$ cat config.mk
export PLATFORM = sky130hd
export DESIGN_NAME = fp_add_seq_ctrl_flat
export DESIGN_NICKNAME = d
export VERILOG_FILES = /design/src/rtl/fp_add_pkg.sv /design/src/rtl/fp_add_seq_ctrl_if.sv /design/src/rtl/fp_unpack_order.sv /design/src/rtl/fp_add_seq_ctrl.sv /design/src/flat_wrapper.sv
export SDC_FILE = /design/constraint.sdc
export NUM_CORES = 1
export LEC_CHECK = 0
export ABC_AREA = 1
export BUFFER_PORTS_ARGS = -buffer_cell sky130_fd_sc_hd__buf_2
export CELL_PAD_IN_SITES_DETAIL_PLACEMENT = 0
export CELL_PAD_IN_SITES_GLOBAL_PLACEMENT = 2
export CORE_MARGIN = 2
export CORE_UTILIZATION = 32
export DETAILED_ROUTE_END_ITERATION = 7
export PLACE_DENSITY = 0.83
export SYNTH_ARGS = -nofsm -noshare
export SYNTH_HDL_FRONTEND = slang
export SYNTH_HIERARCHICAL = 1
export SYNTH_SLANG_ARGS = --single-unit
$ cat constraint.sdc
create_clock -name clk -period 6.35 [get_ports clk]
set_input_delay 0.3175 -clock clk [delete_from_list [all_inputs] [get_ports clk]]
set_output_delay 0.3175 -clock clk [all_outputs]
set_load 0.03 [all_outputs]
$ cat src/rtl/fp_add_pkg.sv
// Shared types and field positions for the iterative single-precision adder.
// Internal word: sign[36], exp[35:28], carry[27], hidden[26], fraction[25:3], GRS[2:0].
package fp_add_pkg;

  typedef enum logic [2:0] {
    IDLE,
    CLASS,
    ALIGN,
    ADD,
    NORM,
    PACK,
    DONE
  } state_e;

  localparam int SIGN_BIT   = 36;
  localparam int EXP_HI     = 35;
  localparam int EXP_LO     = 28;
  localparam int CARRY_BIT  = 27;
  localparam int HIDDEN_BIT = 26;
  localparam int FRAC_HI    = 25;
  localparam int FRAC_LO    = 3;

  localparam logic [31:0] QNAN    = 32'h7FC00000;
  localparam logic [31:0] POS_INF = 32'h7F800000;

  // Right shift by one keeping the lost bit folded into sticky.
  function automatic logic [CARRY_BIT:0] shr_sticky(logic [CARRY_BIT:0] m);
    return {1'b0, m[CARRY_BIT:2], m[1] | m[0]};
  endfunction

endpackage

$ cat src/rtl/fp_add_seq_ctrl_if.sv
// Operand-issue and result-writeback handshake bundle for the iterative adder.
interface fp_add_seq_ctrl_if;
  logic        in_valid;
  logic        in_ready;
  logic [31:0] in_a;
  logic [31:0] in_b;
  logic        out_valid;
  logic        out_ready;
  logic [31:0] out_sum;
  logic        busy;

  modport master (
    output in_valid, in_a, in_b, out_ready,
    input  in_ready, out_valid, out_sum, busy
  );

  modport slave (
    input  in_valid, in_a, in_b, out_ready,
    output in_ready, out_valid, out_sum, busy
  );
endinterface

$ cat src/rtl/fp_unpack_order.sv
// Unpacks two IEEE-754 singles into the internal format and orders them so the
// larger operand is NA; a lone denormal is always NB.
module fp_unpack_order
  import fp_add_pkg::*;
#(
  parameter int EXP_W  = 8,
  parameter int FRAC_W = 23,
  parameter int INT_W  = 37
) (
  input  logic [EXP_W+FRAC_W:0] a,
  input  logic [EXP_W+FRAC_W:0] b,
  output logic [INT_W-1:0]      na,
  output logic                  nb_sign,
  output logic [CARRY_BIT:0]    nb_mant,
  output logic [EXP_W-1:0]      d
);

  // Denormals get effective exponent 1 and no hidden bit.
  function automatic logic [INT_W-1:0] unpack(logic [EXP_W+FRAC_W:0] x);
    logic den;
    den = (x[EXP_W+FRAC_W-1 -: EXP_W] == '0);
    return {x[EXP_W+FRAC_W], den ? EXP_W'(1) : x[EXP_W+FRAC_W-1 -: EXP_W],
            1'b0, ~den, x[FRAC_W-1:0], 3'b000};
  endfunction

  logic [INT_W-1:0] ua, ub, nbw;
  logic             a_den, b_den, swap;

  always_comb begin
    ua    = unpack(a);
    ub    = unpack(b);
    a_den = (a[EXP_W+FRAC_W-1 -: EXP_W] == '0);
    b_den = (b[EXP_W+FRAC_W-1 -: EXP_W] == '0);
    swap  = 1'b0;
    if (a_den != b_den) begin
      swap = a_den;
    end else if (ua[EXP_HI:EXP_LO] != ub[EXP_HI:EXP_LO]) begin
      swap = (ub[EXP_HI:EXP_LO] > ua[EXP_HI:EXP_LO]);
    end else begin
      swap = (ub[CARRY_BIT:0] > ua[CARRY_BIT:0]);
    end
    na      = swap ? ub : ua;
    nbw     = swap ? ua : ub;
    nb_sign = nbw[SIGN_BIT];
    nb_mant = nbw[CARRY_BIT:0];
    d       = na[EXP_HI:EXP_LO] - nbw[EXP_HI:EXP_LO];
  end

endmodule

$ cat src/rtl/fp_add_seq_ctrl.sv
// Iterative IEEE-754 single-precision adder: one alignment or normalisation bit
// per cycle, truncating rounding, valid/ready on both sides.
module fp_add_seq_ctrl
  import fp_add_pkg::*;
#(
  parameter int EXP_W     = 8,
  parameter int FRAC_W    = 23,
  parameter int INT_W     = 37,
  parameter int ALIGN_MAX = 28
) (
  input logic               clk,
  input logic               rst,
  fp_add_seq_ctrl_if.slave  bus
);

  localparam int MANT_W = CARRY_BIT + 1;

  state_e              state_q, state_d;
  logic [31:0]         a_q, a_d, b_q, b_d;
  logic [INT_W-1:0]    na_q, na_d;
  logic                sb_q, sb_d;
  logic [MANT_W-1:0]   mb_q, mb_d;
  logic [EXP_W-1:0]    d_q, d_d;
  logic                flag_q, flag_d;
  logic [31:0]         res_q, res_d;
  logic [31:0]         out_sum_q, out_sum_d;
  logic                out_valid_q, out_valid_d;

  logic [INT_W-1:0]    uo_na;
  logic                uo_sb;
  logic [MANT_W-1:0]   uo_mb;
  logic [EXP_W-1:0]    uo_d;
  logic [MANT_W-1:0]   ma, sum;
  logic [EXP_W-1:0]    ea;
  logic                special;

  fp_unpack_order #(
    .EXP_W  (EXP_W),
    .FRAC_W (FRAC_W),
    .INT_W  (INT_W)
  ) u_order (
    .a       (a_q),
    .b       (b_q),
    .na      (uo_na),
    .nb_sign (uo_sb),
    .nb_mant (uo_mb),
    .d       (uo_d)
  );

  function automatic logic [31:0] special_result(logic [31:0] a, logic [31:0] b);
    logic a_inf, b_inf, a_nan, b_nan;
    a_inf = (a[30:23] == 8'hFF) && (a[22:0] == '0);
    b_inf = (b[30:23] == 8'hFF) && (b[22:0] == '0);
    a_nan = (a[30:23] == 8'hFF) && (a[22:0] != '0);
    b_nan = (b[30:23] == 8'hFF) && (b[22:0] != '0);
    if (a_nan || b_nan || (a_inf && b_inf && (a[31] != b[31]))) return QNAN;
    return POS_INF | {(a_inf ? a[31] : b[31]), 31'b0};
  endfunction

  // Truncating repack; a clear hidden bit here can only mean exp=1, i.e. denormal.
  function automatic logic [31:0] pack_trunc(logic [INT_W-1:0] r);
    logic [EXP_W-1:0]  e;
    logic [FRAC_W-1:0] f;
    e = r[EXP_HI:EXP_LO];
    f = r[FRAC_HI:FRAC_LO];
    if (e == '1) return {r[SIGN_BIT], e, {FRAC_W{1'b0}}};
    return {r[SIGN_BIT], (r[HIDDEN_BIT] ? e : {EXP_W{1'b0}}), f};
  endfunction

  assign ma      = na_q[CARRY_BIT:0];
  assign ea      = na_q[EXP_HI:EXP_LO];
  assign sum     = (na_q[SIGN_BIT] == sb_q) ? (ma + mb_q) : (ma - mb_q);
  assign special = (a_q[30:23] == 8'hFF) || (b_q[30:23] == 8'hFF);

  assign bus.in_ready  = (state_q == IDLE) && !rst;
  assign bus.busy      = (state_q != IDLE);
  assign bus.out_valid = out_valid_q;
  assign bus.out_sum   = out_sum_q;

  always_comb begin
    state_d     = state_q;
    a_d         = a_q;
    b_d         = b_q;
    na_d        = na_q;
    sb_d        = sb_q;
    mb_d        = mb_q;
    d_d         = d_q;
    flag_d      = flag_q;
    res_d       = res_q;
    out_sum_d   = out_sum_q;
    out_valid_d = 1'b0;
    case (state_q)
      IDLE: begin
        if (bus.in_valid && bus.in_ready) begin
          a_d     = bus.in_a;
          b_d     = bus.in_b;
          flag_d  = 1'b0;
          state_d = CLASS;
        end
      end
      CLASS: begin
        na_d = uo_na;
        sb_d = uo_sb;
        mb_d = uo_mb;
        d_d  = uo_d;
        if (special) begin
          res_d   = special_result(a_q, b_q);
          flag_d  = 1'b1;
          state_d = PACK;
        end else begin
          state_d = (uo_d == '0) ? ADD : ALIGN;
        end
      end
      ALIGN: begin
        // Far-apart operands collapse in a single step to a lone sticky bit.
        if (d_q >= EXP_W'(ALIGN_MAX)) begin
          mb_d    = {{(MANT_W-1){1'b0}}, |mb_q};
          d_d     = '0;
          state_d = ADD;
        end else begin
          mb_d = shr_sticky(mb_q);
          d_d  = d_q - 1'b1;
          if (d_q == EXP_W'(1)) state_d = ADD;
        end
      end
      ADD: begin
        na_d[CARRY_BIT:0] = sum;
        if (sum == '0) begin
          flag_d  = 1'b1;
          res_d   = '0;
          state_d = PACK;
        end else begin
          state_d = NORM;
        end
      end
      NORM: begin
        if (ma[CARRY_BIT]) begin
          na_d[CARRY_BIT:0]     = shr_sticky(ma);
          na_d[EXP_HI:EXP_LO]   = ea + 1'b1;
          state_d               = PACK;
        end else if (!ma[HIDDEN_BIT] && (ea > EXP_W'(1))) begin
          // Leave on the shift that lands the hidden bit or reaches exp=1.
          na_d[CARRY_BIT:0]     = {ma[MANT_W-2:0], 1'b0};
          na_d[EXP_HI:EXP_LO]   = ea - 1'b1;
          if (ma[HIDDEN_BIT-1] || (ea == EXP_W'(2))) state_d = PACK;
        end else begin
          state_d = PACK;
        end
      end
      PACK: begin
        out_sum_d = flag_q ? res_q : pack_trunc(na_q);
        state_d   = DONE;
      end
      DONE: begin
        // out_valid rises one cycle into DONE and drops on the accepting edge.
        out_valid_d = 1'b1;
        if (out_valid_q && bus.out_ready) begin
          out_valid_d = 1'b0;
          state_d     = IDLE;
        end
      end
      default: state_d = IDLE;
    endcase
  end

  always_ff @(posedge clk) begin
    if (rst) begin
      state_q     <= IDLE;
      out_valid_q <= 1'b0;
      out_sum_q   <= '0;
      flag_q      <= 1'b0;
    end else begin
      state_q     <= state_d;
      out_valid_q <= out_valid_d;
      out_sum_q   <= out_sum_d;
      flag_q      <= flag_d;
    end
  end

  always_ff @(posedge clk) begin
    a_q   <= a_d;
    b_q   <= b_d;
    na_q  <= na_d;
    sb_q  <= sb_d;
    mb_q  <= mb_d;
    d_q   <= d_d;
    res_q <= res_d;
  end

endmodule

$ cat src/flat_wrapper.sv
// flat-port wrapper written by rule: the top's interface ports become plain ports
module fp_add_seq_ctrl_flat import fp_add_pkg::*;
#(
  parameter int EXP_W     = 8,
  parameter int FRAC_W    = 23,
  parameter int INT_W     = 37,
  parameter int ALIGN_MAX = 28
)
  (clk, rst, bus_in_valid, bus_in_a, bus_in_b, bus_out_ready, bus_in_ready, bus_out_valid, bus_out_sum, bus_busy);
  fp_add_seq_ctrl_if bus_i ();
  input logic clk;
  input logic rst;
  input wire logic [$bits(bus_i.in_valid)-1:0] bus_in_valid;
  input wire logic [$bits(bus_i.in_a)-1:0] bus_in_a;
  input wire logic [$bits(bus_i.in_b)-1:0] bus_in_b;
  input wire logic [$bits(bus_i.out_ready)-1:0] bus_out_ready;
  output wire logic [$bits(bus_i.in_ready)-1:0] bus_in_ready;
  output wire logic [$bits(bus_i.out_valid)-1:0] bus_out_valid;
  output wire logic [$bits(bus_i.out_sum)-1:0] bus_out_sum;
  output wire logic [$bits(bus_i.busy)-1:0] bus_busy;
  assign bus_i.in_valid = bus_in_valid;
  assign bus_i.in_a = bus_in_a;
  assign bus_i.in_b = bus_in_b;
  assign bus_i.out_ready = bus_out_ready;
  assign bus_in_ready = bus_i.in_ready;
  assign bus_out_valid = bus_i.out_valid;
  assign bus_out_sum = bus_i.out_sum;
  assign bus_busy = bus_i.busy;
  fp_add_seq_ctrl #(.EXP_W(EXP_W), .FRAC_W(FRAC_W), .INT_W(INT_W), .ALIGN_MAX(ALIGN_MAX)) u_core (.clk(clk), .rst(rst), .bus(bus_i));
endmodule
==> reports/metrics.yaml <==
crit_required_ps: 6500
ir_worst_vdd_uv: 215
grtUsageTotal_pct: 19.3
ys_ff_latch: 178
coreArea_mm2: 0.0396
grt_remaining_overflow: 0
cts_root_buf: "clkbuf_16"
fill_cells: 4283
maxCapViolCount: 0
first_pass_iters: 5
place_congestion: 0.911
critPathKind: "reg -> reg"
p_leak_nw: 6.76
avgSynthCellArea_um2: 7.31
cts_num_sinks: 178
initial_utilization_pct: 32.3
fmax_mhz: 220
clk_latency_ps: 460
grt_pass1_vias: 11000
cpMostUsedCell: "nand2_1"
critPathMaxFanout: 5
min_path_type: "in -> reg"
clock_skew_ps: 16.9
wl_mm: 39.1
finalMaxSlewViolations: 0
clockPowerShare_pct: 27.4
status: "finished clean"
synth_edf_count: 141
postRouteAntennaNets: 0
syn2layout_area_growth_pct: 12.4
p_per_area_mw_per_mm2: 282
synthCells: 1751
drcViolationCount: 0
total_power_w: 0.00406
die_x_um: 204
period_share_pct: 71.7
dp.final_hpwl_mm: 31.6
grt_pass1_wl_mm: 62.3
p_sw_w: 0.00165
slowest_delay_ps: 430
ys.warnings.count: 6
antenna_found_initial: 0
post_cts_buffers: 0
htreeDepth: 4
p_int_w: 0.00242
n_antenna_cell: 0
netlist_area_mm2: 0.0128
drt_iter0_drc: 735
cts_made_buffers: 17
seqPwrFrac_pct: 36.6
via_per_inst: 4.85
power_frac_comb_pct: 36.0
avgRoutedWirePerCell_um: 16.6
synth-seq-area-share_pct: 38.8
io_buffer_count: 102
fin_crit_ps: 4550
finalSetupViolCount: 0
clock_path_buffers: 2
start_kind: "register"
synth_flop_cell: "edfxtp_1"
die_height_um: 204
grt_setup_unrepaired: "false"
swShare_pct: 40.6
synth.distinct_cells: 48
max_slew_margin_pct: 16.9
path_clk_slew_ps: 80
vias: 11500
hold_viol: 0
tns_ps: 0
num-nets-final: 1962
critPathArrivalTime_ps: 4700
rows: 73
die-area_mm2: 0.0416
layout-drive-gt1-share_pct: 11.0
ios: 103
async_flop_share_pct: 0
tightest_slew_ps: 1240
cp_slowest_cell: "edfxtp_1"
end_kind: "register"
grt_start_max_net_pins: 67
cts_tree: "done"
[area by class of cell]
class	instances	area, µm²	share of cell area [%]
multi-input combinational	1267	6630	46.1
sequential	178	4970	34.5
inverter	246	928	6.45
tap	525	657	4.56
timing repair buffer	113	598	4.15
clock buffer	17	425	2.95
clock inverter	15	184	1.28
[worst max-delay path, delay by kind of cell, from the launching register on]
kind                       cells  cell delay, ps
xor gates and xnor gates       1             350
and+or+nand+nor               22            2780
buffers and inverters          3             210
DFF                            1             430
adders and majority gates      2             490
[final timing paths]
| path | start | to | slack, ps | cells past startpoint |
|---|---|---|---|---|
| setup / recovery | u_core/mb_q[0] | u_core/res_q[22] | 1800 | 28 |
| hold / removal | bus_in_a[14] | u_core/a_q[14] | 30 | 1 |
| setup reg to reg | u_core/mb_q[0] | u_core/res_q[22] | 1800 | 28 |
| hold reg to reg | u_core/flag_q | u_core/bus.out_sum[31] | 540 | 2 |
[metrics by stage]
stage	instance area (µm²)	hold WS, ps	util [%]	std cells	setup slack [ps]
after detailed placement	13800	496	34.7	2327	1780
after global routing	14400	3.02	36.3	2361	1320
after floorplan	12800	384	-	1758	134
after global placement	13800	494	34.7	2327	1750
after CTS	14400	1.17	36.3	2361	1750
final	14400	29.9	36.3	2361	1800
[power by group through the flow]
stage	sequential [W]	clock, W	combinational [W]
final	0.00149	0.00111	0.00146
after global routing	0.00150	0.00119	0.00167
after CTS	0.00149	0.00115	0.00146
after detailed placement	0.00151	0	0.00145
after global placement	0.00151	0	0.00145
after floorplan	0.00147	0	0.00108
[synth_stat cells, types with 10 or more instances]
| cell | count | share of area [%] |
|---|---|---|
| nand2_1 | 509 | 15 |
| inv_1 | 240 | 7.0 |
| edfxtp_1 | 141 | 33 |
| o21ai_0 | 129 | 5.0 |
| nor2_1 | 122 | 3.6 |
| nand3_1 | 120 | 4.7 |
| a21oi_1 | 76 | 3.0 |
| ha_1 | 70 | 6.8 |
| clkbuf_1 | 42 | 1.2 |
| xor2_1 | 38 | 2.6 |
| dfxtp_1 | 37 | 5.8 |
| nand4_1 | 31 | 1.5 |
| nand2_2 | 23 | 1.1 |
| nor4_1 | 18 | 0.88 |
| o221ai_1 | 18 | 1.2 |
| a22oi_1 | 17 | 1.0 |
| nor3_1 | 17 | 0.66 |
| buf_2 | 12 | 0.47 |
| nor2_2 | 11 | 0.54 |
| a31oi_1 | 10 | 0.49 |
| buf_4 | 10 | 0.59 |
[layout by cell type (no fill, tap or decap), types with 4 or more instances in the layout]
master,instances
a21oi_1,76
a21oi_2,4
a22oi_1,17
a31oi_1,10
and2_1,7
buf_2,102
buf_4,9
clkbuf_16,17
conb_1,8
dfxtp_1,37
edfxtp_1,141
ha_1,70
inv_1,240
inv_6,4
nand2_1,509
nand2_2,23
nand3_1,120
nand3_2,5
nand3b_1,5
nand4_1,31
nor2_1,119
nor2_2,13
nor3_1,16
nor4_1,18
o21ai_0,129
o221ai_1,18
xnor2_1,4
xor2_1,38
[sequential cells by signal (all words and copies together) (netlist names)]
signal                flops
u_core/na_q              37
u_core/a_q               32
u_core/b_q               32
u_core/bus.out_sum       32
u_core/mb_q              28
u_core/d_q                8
u_core/res_q              3
u_core/state_q            3
u_core/bus.out_valid      1
u_core/flag_q             1
u_core/sb_q               1
[routing by layer]
layer / track usage (%) / part of all wire (%) / vias up
met5: 0 / 0 / -
met4: 3.70 / 0.84 / 0
met3: 2.42 / 4.0 / 18
met2: 30.7 / 44 / 244
met1: 28.3 / 51 / 5264
li1: - / - / 5932
[timing repair]
item,in CTS,in global routing
endpoints found under the hold margin,2,0
gates resized for setup,0,0
hold buffers,2,0
[cells by family (layout without fill, tap and decap cells)]
family	Yosys count	after routing	share of synthesized area, %
flops	178	178	38.8
simple gates	877	877	29.6
buf+inv	313	391	9.71
other cells	1	8	0.0293
compound gates	269	269	11.9
fa+ha+maj	71	71	7.00
xor+xnor	42	42	2.87
No activity file was read; power rests on OpenSTA's default activity.
